### config.mk
export PLATFORM = sky130hd
export DESIGN_NAME = char_overlay
export DESIGN_NICKNAME = d
export VERILOG_FILES = /design/src/rtl/char_overlay.sv
export SDC_FILE = /design/constraint.sdc
export NUM_CORES = 1
export LEC_CHECK = 0
export CORE_MARGIN = 2
export CORE_UTILIZATION = 38
export CTS_BUF_LIST = sky130_fd_sc_hd__clkbuf_2 sky130_fd_sc_hd__clkbuf_4 sky130_fd_sc_hd__clkbuf_8
export DETAILED_ROUTE_END_ITERATION = 10
export GPL_TIMING_DRIVEN = 0
export PLACE_DENSITY = 0.8
export SKIP_CTS_REPAIR_TIMING = 1
export SLEW_MARGIN = 10
export SYNTH_ARGS = -nofsm -noshare
export SYNTH_HDL_FRONTEND = slang
export SYNTH_SLANG_ARGS = --single-unit
### constraint.sdc
create_clock -name clk -period 1.9 [get_ports clk]
set_input_delay 0.19 -clock clk [delete_from_list [all_inputs] [get_ports clk]]
set_output_delay 0.19 -clock clk [all_outputs]
set_load 0.005 [all_outputs]
### src/rtl/char_overlay.sv
// Text-overlay stage: paints font-ROM glyph pixels of a fixed character window
// onto the delayed VGA bus, with an optional blinking inverted cursor cell.
module char_overlay #(
  parameter int unsigned RECT_X       = 0,
  parameter int unsigned RECT_Y       = 0,
  parameter int unsigned COLS         = 16,
  parameter int unsigned ROWS         = 16,
  parameter logic [11:0] FG_RGB       = 12'hFFF,
  parameter int unsigned BLINK_FRAMES = 30
) (
  input  logic        clk,
  input  logic        rst,
  input  logic [37:0] tbus_in,
  input  logic [7:0]  char_pixels,
  input  logic        cursor_en,
  input  logic [6:0]  cursor_col,
  input  logic [5:0]  cursor_row,
  output logic        blink_on,
  output logic [37:0] tbus_out
);

  localparam int unsigned CNT_W = (BLINK_FRAMES > 1) ? $clog2(BLINK_FRAMES) : 1;
  localparam logic [10:0] WIN_W = 11'(COLS * 8);
  localparam logic [10:0] WIN_H = 11'(ROWS * 16);

  logic [37:0]      tbus_out_q, tbus_out_d;
  logic             blink_on_q, blink_on_d;
  logic [CNT_W-1:0] cnt_q, cnt_d;
  logic             vsync_prev_q, vsync_prev_d;

  logic [10:0] hcount, vcount;
  logic [11:0] dx_full, dy_full;
  logic        in_rect, px, cur_hit, blank;
  logic [11:0] rgb_d;

  // Window hit test; the extra borrow bit keeps underflow out of the window.
  always_comb begin
    hcount  = tbus_in[37:27];
    vcount  = tbus_in[24:14];
    blank   = tbus_in[25] | tbus_in[12];
    dx_full = {1'b0, hcount} - {1'b0, 11'(RECT_X)};
    dy_full = {1'b0, vcount} - {1'b0, 11'(RECT_Y)};
    in_rect = !dx_full[11] && (dx_full[10:0] < WIN_W) &&
              !dy_full[11] && (dy_full[10:0] < WIN_H);
    px      = char_pixels[~dx_full[2:0]];
    cur_hit = cursor_en & blink_on_q &
              (dx_full[9:3] == cursor_col) & (dy_full[9:4] == cursor_row);
  end

  // Pixel colour selection and bus register input.
  always_comb begin
    rgb_d = tbus_in[11:0];
    if (!blank && in_rect) begin
      if (px ^ cur_hit) begin
        rgb_d = FG_RGB;
      end else if (cur_hit && px) begin
        rgb_d = 12'h000;
      end
    end
    tbus_out_d = {tbus_in[37:12], rgb_d};
  end

  // Frame counter advances once per vsync rising edge; blink toggles on wrap.
  always_comb begin
    vsync_prev_d = tbus_in[13];
    cnt_d        = cnt_q;
    blink_on_d   = blink_on_q;
    if (tbus_in[13] && !vsync_prev_q) begin
      if (cnt_q == CNT_W'(BLINK_FRAMES - 1)) begin
        cnt_d      = '0;
        blink_on_d = ~blink_on_q;
      end else begin
        cnt_d = cnt_q + CNT_W'(1);
      end
    end
  end

  always_ff @(posedge clk or posedge rst) begin
    if (rst) begin
      tbus_out_q   <= '0;
      blink_on_q   <= 1'b0;
      cnt_q        <= '0;
      vsync_prev_q <= 1'b0;
    end else begin
      tbus_out_q   <= tbus_out_d;
      blink_on_q   <= blink_on_d;
      cnt_q        <= cnt_d;
      vsync_prev_q <= vsync_prev_d;
    end
  end

  assign tbus_out = tbus_out_q;
  assign blink_on = blink_on_q;

endmodule

Yosys cells after proc, flatten, opt, wreduce, memory -nomap -nowiden
Index checks and enable logic that the tools add are counted.
{ "totals": {"reg_bits": 45, "out_inout_bits": 39, "wordCells": 31} }
{ "op_classes": {"add_sub_neg": 1, "order_cmp": 3, "eq_ne": 3, "muxes": 6, "n_bitwise": 7, "n_reduce_logical": 7} }
{ "ops": {"columns": ["op", "n"], "rows": [
  ["12-bit two-way mux", 3],
  ["11-bit by 8-bit less-than comparator with 1-bit output (second input constant)", 1],
  ["11-bit by 9-bit less-than comparator with 1-bit output (second input constant)", 1],
  ["7-bit equality test", 1],
  ["6-bit equality test", 1],
  ["5-bit by 1-bit adder with 5-bit output (second input constant)", 1],
  ["5-bit equality test (second input constant)", 1],
  ["5-bit two-way mux", 1],
  ["1-bit logical AND", 4],
  ["3-bit by 4-bit less-than comparator with 1-bit output (second input constant)", 1],
  ["1-bit AND", 3],
  ["1-bit binary-select mux with 3-bit select", 1],
  ["3-bit inverter", 1],
  ["1-bit zero test", 2],
  ["2-bit AND reduction", 1],
  ["1-bit two-way mux", 1],
  ["1-bit inverter", 1],
  ["1-bit OR", 1],
  ["1-bit XOR", 1]
]} }

Longest topological paths before layout
Gate-level depths: netlist of the first run.
{ "depth": {"ltp_word": 7, "ltp_mapped": 8, "mapped_depth_nobuf": 7} }

Worst setup path after synthesis of the first run
Ideal clock, no wire load.
{ "synth_timing": {"path_type": "input port to flip-flop", "from": "in tbus_in[27]", "to": "reg tbus_out_q[10] (netlist: tbus_out[10])", "setup_time_ps": 118, "t_arrival_ps": 1854, "t_required_ps": 1782, "path_slack_ps": -72, "path_stages": 7, "n_path_buf": 1, "cell_sequence": "mux4_1 -> mux2_2 -> ha_1 -> nor4b_1 -> and3_2 -> buf_4 -> a21o_1"} }
{ "synth_via": {"elab_chain_len": 7} }
{ "synth_rtl": {"columns": ["item", "line_no", "text"], "rows": [
  ["start, declared", "13", "input logic [37:0] tbus_in,"],
  ["3-bit inverter", "45", "px = char_pixels[~dx_full[2:0]];"],
  ["1-bit binary-select mux with 3-bit select", "45", null],
  ["1-bit two-way mux (implied by the code)", "45", null],
  ["1-bit logical AND", "56", "end else if (cur_hit && px) begin"],
  ["12-bit two-way mux", "56", null],
  ["12-bit two-way mux", "54", "if (px ^ cur_hit) begin"],
  ["12-bit two-way mux (*)", "53", "if (!blank && in_rect) begin"],
  ["via rgb_d[10]", "34", "logic [11:0] rgb_d;"],
  ["end signal, assigned", "85", "tbus_out_q <= tbus_out_d;"],
  ["end, declared", "26", "logic [37:0] tbus_out_q, tbus_out_d;"]
]} }
Mark *: on every way through the listed nets, which the timed path passes. The rest lies on a longest branch. The select of a mux whose other input is x is not followed.
A chain may end at the register's enable or synchronous reset.

Worst setup path in the final report of the first run
{ "layout_timing": {"from": "in tbus_in[27]", "to": "reg tbus_out_q[7] (netlist: tbus_out[7])"} }
The elaborated chain is that of the path after synthesis.

==> results of run 1 <==
[power by group through the flow]
stage / logic [uW] / registers [uW] / clock network [uW]
global route: 502 / 1110 / 686
global placement: 415 / 1100 / 0
floorplan: 151 / 1100 / 0
finish: 455 / 1090 / 614
CTS: 445 / 1090 / 638
detailed placement: 443 / 1110 / 0
[Yosys cell counts (2+ instances only)]
cell | instances | share of area (%)
dfrtp_1 | 44 | 67
xnor2_1 | 14 | 7.4
a21o_1 | 11 | 5.0
o21ai_0 | 6 | 1.8
nand4_1 | 5 | 1.9
ha_1 | 3 | 2.3
nand2_1 | 3 | 0.68
a21o_2 | 2 | 1.1
buf_4 | 2 | 0.91
inv_1 | 2 | 0.46
nand3_1 | 2 | 0.61
nor3_1 | 2 | 0.61
[layer usage]
metal	track usage, %	part of all wire [%]	vias to the layer above
met2	31.96	52	69
met3	9.524	10	7
met4	5.769	1.3	0
met1	19.05	36	668
li1	-	-	617
met5	0	0	-
[per-stage QoR]
step           cell area [um2]  power (uW)  std cells  utilization, %  setup slack, ps
3_5_place_dp              2735        1549        264           66.93           -674.4
2_1_floorplan             1652        1249        113               -            26.40
5_1_grt                   3005        2293        274           73.55           -30.13
3_3_place_gp              2715        1512        263           66.44           -611.6
6_report                  3005        2162        274           73.55            23.66
4_1_cts                   2833        2173        272           69.32           -363.8
[cell type report]
class                   instances  area [um2]
fillers                       257        1081
plain buffers                   3       33.78
multi-input cells              64       559.3
flip-flops and latches         44        1101
inverters                       2       7.507
repair buffers                103        1144
well taps                      50       62.56
clock buffers                   8       97.59
[sequential cells by signal, indices dropped and copies added, names as in the netlist]
register,flops
cnt_q,5
blink_on,1
tbus_out,38
[kinds of logic (layout without fill, tap and decap cells)]
family | count (synthesis) | in the layout | share of synthesized area [%]
buf+inv | 5 | 116 | 2.050
xor+xnor | 14 | 14 | 7.441
flops | 44 | 44 | 66.82
simple gates | 22 | 22 | 8.278
compound gates | 21 | 21 | 8.884
mux | 4 | 4 | 4.252
fa+ha+maj | 3 | 3 | 2.278
[placed cells by master (no fill, tap or decap)]
cell type	netlist	routed
nand2_1	3	3
and3_4	0	1
o21ai_0	6	6
mux2_4	0	1
a21o_1	11	11
inv_2	0	1
clkbuf_4	0	2
buf_8	0	1
mux4_2	1	2
o211ai_1	1	1
buf_6	1	1
nand3_1	2	2
dlymetal6s2s_1	0	36
nor2_1	1	1
and4_1	1	1
xnor2_1	14	14
nor2b_1	1	1
clkdlybuf4s50_1	0	64
inv_1	2	1
nor4_2	1	1
dfrtp_1	44	44
ha_1	3	2
mux2i_1	1	1
buf_12	0	1
nor4_4	0	1
clkbuf_16	0	1
nor4b_4	0	1
nor3_1	2	2
nand4_1	5	5
or3_1	1	1
nand2b_1	1	1
ha_4	0	1
a41oi_1	1	1
clkbuf_8	0	6
buf_4	2	2
a21o_2	2	2
nor3b_1	1	1
[how the worst max path moves through the flow]
stage | start | end | slack, ps | depth (start not counted)
final | tbus_in[27] | tbus_out[7]$_DFF_PP0_ | 20 | 8
after floorplan | tbus_in[27] | tbus_out[10]$_DFF_PP0_ | 30 | 7
after global routing | tbus_in[27] | tbus_out[3]$_DFF_PP0_ | -30 | 8
after CTS | tbus_in[27] | tbus_out[2]$_DFF_PP0_ | -360 | 8
after detailed placement | tbus_in[27] | tbus_out[2]$_DFF_PP0_ | -670 | 8
after global placement | tbus_in[27] | tbus_out[5]$_DFF_PP0_ | -610 | 8
[worst max-delay path: stages]
cell and delay, ps:
dlymetal6s2s_1 170, mux4_2 520, mux2_4 290, ha_4 260
nor4b_4 190, and3_4 260, clkbuf_16 150, a21o_1 80
==> flow_metrics.py, run 1 <==
metrics = {
    "status": {
        "status": "complete, no violations",
    },
    "sta": {
        "hold_viol_final": 0,
        "max_freq_ghz": 0.5330,
        "clock_skew_ps": 1.311,
        "slew_headroom_pct": 71.79,
        "worstMarginPinSlew_ps": 422.5,
        "setup_viol": 0,
        "period_minus_slack_ps": 1876,
        "maxSlewViolCount": 0,
        "finalCritPeriodShare_pct": 98.75,
        "fin_hold_ws_ps": 54.79,
        "setup_tns_ps": 0,
    },
    "finish": {
        "drive_above_1_share_pct": 11.16,
        "syn_to_final_growth_pct": 82.38,
        "layout.nets": 288,
        "diodes": 0,
    },
    "placed_design": {
        "hpwl_um": 3317,
        "portBuffers": 100,
        "place_congestion": 0.7665,
    },
    "yosys": {
        "yosysWarnings": 0,
        "synth_edf_count": 0,
        "synth_nets": 178,
        "async_reset_ff_share_pct": 100.0,
        "synth_cells": 113,
        "netlist_area_um2": 1648,
        "avgSynthCellArea_um2": 14.58,
        "yosysSeqAreaShare_pct": 66.82,
        "synth-seq-cells": 44,
        "synthFlopType": "dfrtp_1",
        "ys_types": 29,
    },
    "global_routing": {
        "antenna_found_initial": 0,
        "grt_max_degree": 27,
        "grt-ovfl-total": 0,
        "grt_pass1_wl_um": 6893,
        "grt_usage_pct": 18.33,
        "grt_pass1_vias": 1463,
    },
    "hold_path": {
        "hold_depth": 1,
        "holdPathEnd": "tbus_out[32]$_DFF_PP0_",
        "hp-start": "tbus_in[32]",
        "hold_class": "input pin to register",
    },
    "power_and_ir_drop": {
        "p_comb_share_pct": 21.0,
        "seqPwrFrac_pct": 50.5,
        "ir_worst_vdd_uv": 414.7,
        "p_per_area_nw_per_um2": 719.5,
        "power_leakage_uw": 0.001575,
        "internal_power_uw": 1637,
        "sw_frac_of_total_pct": 24.30,
        "p_sw_uw": 525.4,
        "clkPwrFrac_pct": 28.4,
    },
    "floorplanning": {
        "io_pins": 101,
        "die-area_um2": 4879,
        "floorplan.rows": 23,
        "die_w_um": 69.85,
        "fp.dieH_um": 69.85,
        "core_area_um2": 4086,
        "start_util_pct": 40.32,
    },
    "clock_tree": {
        "clkSlewWorstSetupHoldPaths_ps": 80,
        "cts_tree": "built",
        "htreeDepth": 2,
        "insertion_delay_ps": 290,
        "clock-root-buffer": "clkbuf_8",
        "clockBufferDepth": 2,
        "cts_made_buffers": 5,
        "clock-sinks": 44,
    },
    "drt": {
        "drt_iter0_drc": 78,
        "postRouteAntennaNets": 0,
        "drt-total-wl_um": 4674,
        "first_pass_iters": 4,
        "wire_per_inst_um": 17.06,
        "drc_errors": 0,
        "vias": 1361,
        "via_per_inst": 4.967,
    },
    "setup_path": {
        "required_ps": 2130,
        "timing.rr.end": "tbus_out[7]$_DFF_PP0_",
        "worstSetupEndpointType": "register",
        "cp.arrival_ps": 2110,
        "worstSetupPathType": "input pin to register",
        "r2r_cells": 7,
        "crit_path_max_fanout": 5,
        "worst-r2r-setup-slack_ps": 60,
        "r2r-start": "blink_on$_DFFE_PP0P_",
        "worstSetupStartpointType": "input pin",
    },
    "flow_run": {
        "maxCapViolCount": 0,
    },
}
No activity file was read; power rests on OpenSTA's default activity.
==> inputs of run 2 (changes only) <==
CORE_UTILIZATION = 30   (was 38)
PLACE_DENSITY = 0.65   (was 0.8)
==> run 2 against run 1 <==
Compared with the run above: clock power barely moved; die area rose by 25%; cell area barely moved; clock skew rose by 2.0 ps; power fell by 0.86%; sequential share of layout area barely moved; critical path depth did not move; critical path type unchanged; critical endpoint is now tbus_out[2]$_DFF_PP0_.
==> flow_metrics.py, run 2 (same netlist as run 1, synthesis figures left out) <==
metrics = {
    "status": {
        "status": "complete, no violations",
    },
    "setup_path": {
        "required_ps": 2080,
        "cpLargestDelayFamily": "multiplexers",
        "crit_chain": "clkbuf_2 > mux4_2 > mux2_4 > ha_4 > nor4b_2 > and3_4 > buf_6 > a21o_1",
        "cp.arrival_ps": 1990,
        "slowest_stage": "mux4_2",
        "r2r-start": "blink_on$_DFFE_PP0P_",
        "r2r_cells": 7,
        "crit_path_max_fanout": 5,
        "worstSetupPathType": "input pin to register",
        "cp_slowest_stage_delay_ps": 510,
        "worstSetupStartpointType": "input pin",
        "path_depth": 8,
        "worstSetupEndpointType": "register",
        "worst-r2r-setup-slack_ps": 130,
        "timing.rr.end": "tbus_out[2]$_DFF_PP0_",
        "crit_buf_inv": 2,
    },
    "drt": {
        "wire_per_inst_um": 14.92,
        "first_pass_iters": 4,
        "via_per_inst": 4.423,
        "drc_errors": 0,
        "drt-total-wl_um": 4371,
        "postRouteAntennaNets": 0,
        "drt_iter0_drc": 51,
        "vias": 1296,
    },
    "flow_run": {
        "maxCapViolCount": 0,
    },
    "finish": {
        "seq_area_um2": 1101,
        "fillers": 453,
        "final_common_cell": "clkdlybuf4s50_1",
        "largest_register_ffs": 38,
        "drive_above_1_share_pct": 11.66,
        "syn_to_final_growth_pct": 82.23,
        "layout_common_cells": "64 x clkdlybuf4s50_1, 44 x dfrtp_1, 35 x dlymetal6s2s_1",
        "multi_input_area_um2": 558.0,
        "layout.nets": 288,
        "diodes": 0,
    },
    "clock_tree": {
        "clock-root-buffer": "clkbuf_8",
        "clkSlewWorstSetupHoldPaths_ps": 80,
        "insertion_delay_ps": 280,
        "clock-sinks": 44,
        "cts_tree": "built",
        "clockBufferDepth": 2,
        "htreeDepth": 2,
        "cts_made_buffers": 5,
    },
    "power_and_ir_drop": {
        "power_uw": 2144,
        "power_leakage_uw": 0.001559,
        "ir_worst_vdd_uv": 416.6,
        "p_per_area_nw_per_um2": 713.9,
    },
    "sta": {
        "fin_hold_ws_ps": 62.22,
        "finalCritPeriodShare_pct": 95.42,
        "setup_viol": 0,
        "worstMarginPinSlew_ps": 432.6,
        "slew_headroom_pct": 71.12,
        "maxSlewViolCount": 0,
        "rsz0062_at_grt": "false",
        "clock_skew_ps": 3.264,
        "hold_viol_final": 0,
        "max_freq_ghz": 0.5516,
        "period_minus_slack_ps": 1813,
    },
    "floorplanning": {
        "io_pins": 101,
        "start_util_pct": 31.66,
        "die-area_um2": 6102,
        "fp.dieH_um": 78.12,
        "core_area_um2": 5205,
        "floorplan.rows": 26,
        "die_w_um": 78.12,
    },
    "global_routing": {
        "grt_usage_pct": 14.77,
        "grt_max_degree": 27,
        "grt_pass1_wl_um": 6851,
        "grt-ovfl-total": 0,
        "antenna_found_initial": 0,
        "grt_pass1_vias": 1445,
    },
    "hold_path": {
        "hold_class": "input pin to register",
        "holdPathEnd": "tbus_out[21]$_DFF_PP0_",
        "hold_depth": 1,
        "hp-start": "tbus_in[21]",
    },
    "placed_design": {
        "portBuffers": 100,
        "place_congestion": 0.7361,
        "hpwl_um": 3380,
    },
}
-- run 2: changes by cell type in the layout (fill, tap and decap cells not counted) --
| cell | previous run | this run |
|---|---|---|
| buf_6 | 1 | 3 |
| buf_8 | 1 | 0 |
| clkbuf_16 | 1 | 0 |
| clkbuf_2 | 0 | 1 |
| clkbuf_4 | 2 | 0 |
| clkbuf_8 | 6 | 7 |
| dlymetal6s2s_1 | 36 | 35 |
| nor4b_2 | 0 | 1 |
| nor4b_4 | 1 | 0 |
| xnor2_1 | 14 | 13 |
| xnor2_2 | 0 | 1 |
-- run 2: layout make-up --
type                            instances  share of cell area, %
Clock buffer                            7                  3.208
Tap cell                               70                  2.917
Timing Repair Buffer                  103                  37.38
Multi-Input combinational cell         64                  18.58
Sequential cell                        44                  36.67
Buffer                                  3                  1.000
Inverter                                2                 0.2500
-- run 2: per-layer routing --
layer  GRT usage [%]  share of wire (%)  up-vias
li1                -                  -      613
met1           16.57                 40      616
met2           24.91                 49       60
met3           7.241                9.6        7
met4           4.211                1.2        0
met5               0                  0        -
-- run 2: metrics by stage --
step | utilization (%) | instance area (um2) | worst slack, ps | instances | setup TNS [ps]
CTS | 54.88 | 2856 | -377.7 | 291 | -4139
detailed placement | 53.03 | 2760 | -672.6 | 284 | -7721
floorplan | - | 1652 | 26.40 | 113 | 0
finish | 57.69 | 3003 | 87.11 | 293 | 0
global placement | 52.64 | 2740 | -637.4 | 283 | -20440
global route | 57.69 | 3003 | 13.96 | 293 | 0
-- run 2: power breakdown --
group	internal, uW	switching (uW)	total, uW
combinational	287	158	445
clock	324	293	617
sequential	1020	59.1	1080
total	1630	510	2140
-- run 2: worst max path at each step --
stage / startpoint / endpoint / slack [ps]
after floorplan: tbus_in[27] / tbus_out[10]$_DFF_PP0_ / 30
after global placement: tbus_in[27] / tbus_out[1]$_DFF_PP0_ / -640
after detailed placement: tbus_in[27] / tbus_out[3]$_DFF_PP0_ / -670
after CTS: tbus_in[27] / tbus_out[3]$_DFF_PP0_ / -380
after global routing: blink_on$_DFFE_PP0P_ / tbus_out[8]$_DFF_PP0_ / 10
final: tbus_in[27] / tbus_out[2]$_DFF_PP0_ / 90
==> inputs of run 3 (changes only) <==
HOLD_SLACK_MARGIN = 0.08   (was not set)
SLEW_MARGIN = not set   (was 10)
==> run 3 against run 2 <==
Compared with the run above: wire length rose by 4.2%; highest routed layer unchanged; power rose by 1.1%; critical endpoint unchanged; largest cell class unchanged; cell area up 3.3%; critical path depth stayed put; die area is the same; core utilization is 1.9 points higher.
==> flow_metrics.py, run 3 (same netlist as run 1, synthesis figures left out) <==
metrics = {
    "sta": {
        "hold_viol_final": 0,
        "finalCritPeriodShare_pct": 95.60,
        "period_minus_slack_ps": 1816,
        "max_freq_ghz": 0.5505,
        "clock_skew_ps": 4.966,
        "worstMarginPinSlew_ps": 430.2,
        "rsz0062_at_grt": "false",
        "maxSlewViolCount": 0,
        "setup_viol": 0,
        "slew_headroom_pct": 71.28,
    },
    "drt": {
        "vias": 1340,
        "drt-total-wl_um": 4556,
        "first_pass_iters": 4,
        "drc_errors": 0,
        "postRouteAntennaNets": 0,
        "via_per_inst": 4.422,
        "wire_per_inst_um": 15.04,
        "drt_iter0_drc": 37,
    },
    "power_and_ir_drop": {
        "internal_power_uw": 1647,
        "ir_worst_vdd_uv": 420.6,
        "p_comb_share_pct": 21.3,
        "power_leakage_uw": 0.001600,
        "p_sw_uw": 519.3,
        "clkPwrFrac_pct": 28.7,
        "seqPwrFrac_pct": 49.9,
        "sw_frac_of_total_pct": 23.97,
        "p_per_area_nw_per_um2": 698.3,
    },
    "finish": {
        "final_common_cell": "clkdlybuf4s50_1",
        "fin_util_pct": 59.62,
        "layout_common_cells": "64 x clkdlybuf4s50_1, 44 x dfrtp_1, 35 x dlymetal6s2s_1",
        "final_cell_area_um2": 3103,
        "layout.nets": 298,
        "syn_to_final_growth_pct": 88.31,
        "final_cells": 303,
        "drive_above_1_share_pct": 11.16,
        "diodes": 0,
        "largest_register_ffs": 38,
    },
    "placed_design": {
        "placed_cells": 284,
        "placed_area_um2": 2760,
        "hpwl_um": 3380,
        "portBuffers": 100,
        "place_congestion": 0.7361,
    },
    "setup_path": {
        "cp.arrival_ps": 1990,
        "worstSetupEndpointType": "register",
        "crit_path_max_fanout": 5,
        "worstSetupStartpointType": "input pin",
        "r2r_cells": 7,
        "required_ps": 2080,
        "worstSetupPathType": "input pin to register",
    },
    "clock_tree": {
        "clkSlewWorstSetupHoldPaths_ps": 80,
        "cts_made_buffers": 5,
        "htreeDepth": 2,
        "insertion_delay_ps": 290,
        "clock-sinks": 44,
        "cts_tree": "built",
        "clockBufferDepth": 2,
        "clock-root-buffer": "clkbuf_8",
    },
    "floorplanning": {
        "floorplan.rows": 26,
        "core_area_um2": 5205,
        "start_util_pct": 31.66,
        "fp.dieH_um": 78.12,
        "die_w_um": 78.12,
        "io_pins": 101,
        "die-area_um2": 6102,
    },
    "hold_path": {
        "hold_class": "input pin to register",
        "hold_depth": 1,
    },
    "global_routing": {
        "grt_max_degree": 27,
        "grt-ovfl-total": 0,
        "grt_pass1_wl_um": 6851,
        "antenna_found_initial": 0,
        "grt_usage_pct": 14.77,
        "grt_pass1_vias": 1445,
    },
    "flow_run": {
        "maxCapViolCount": 0,
    },
    "status": {
        "status": "complete, no violations",
    },
}
-- run 3: area by class of cell --
cell class | instances | area, um2
Fill cell | 440 | 2102
Tap cell | 70 | 87.58
Buffer | 3 | 30.03
Multi-Input combinational cell | 64 | 558.0
Sequential cell | 44 | 1101
Inverter | 2 | 7.507
Timing Repair Buffer | 113 | 1222
Clock buffer | 7 | 96.34
-- run 3: routing by layer --
metal | vias to the layer above | GRT usage, % | wire length (um)
met5 | - | 0 | 0
met4 | 0 | 4.211 | 48
met3 | 5 | 7.241 | 404
met2 | 58 | 24.91 | 2359
met1 | 644 | 16.57 | 1744
li1 | 633 | - | -
-- run 3: metrics by stage --
stage | setup slack [ps] | TNS, ps | hold slack (ps) | total power (uW)
floorplan | 26.40 | 0 | 221.4 | 1249
global placement | -637.4 | -20440 | 493.1 | 1525
detailed placement | -672.6 | -7721 | 489.4 | 1542
CTS | -377.7 | -4139 | 243.3 | 2174
global route | 13.95 | 0 | 82.55 | 2302
finish | 83.52 | 0 | 87.47 | 2167
-- run 3: path summary, 6_finish.rpt --
kind                                 startpoint                     end  slack, ps
max in group asynchronous                   rst   tbus_out[3]$_DFF_PP0_       1190
max                                 tbus_in[27]   tbus_out[2]$_DFF_PP0_         80
min                                 tbus_in[18]  tbus_out[18]$_DFF_PP0_         90
min in group asynchronous                   rst  tbus_out[18]$_DFF_PP0_        230
min reg2reg                cnt_q[4]$_DFFE_PP0P_    cnt_q[4]$_DFFE_PP0P_        500
max reg2reg                blink_on$_DFFE_PP0P_   tbus_out[2]$_DFF_PP0_        120
-- run 3: worst max-delay path: stages --
cell	delay, ps
clkbuf_2	130
mux4_2	510
mux2_4	310
ha_4	230
nor4b_2	150
and3_4	200
buf_6	130
a21o_1	150
-- run 3: power by group through the flow --
stage	registers, uW	logic, uW	clock network, uW
3_3_place_gp	1100	425	0
5_1_grt	1100	511	694
2_1_floorplan	1100	151	0
4_1_cts	1080	442	647
3_5_place_dp	1100	439	0
6_report	1080	462	623
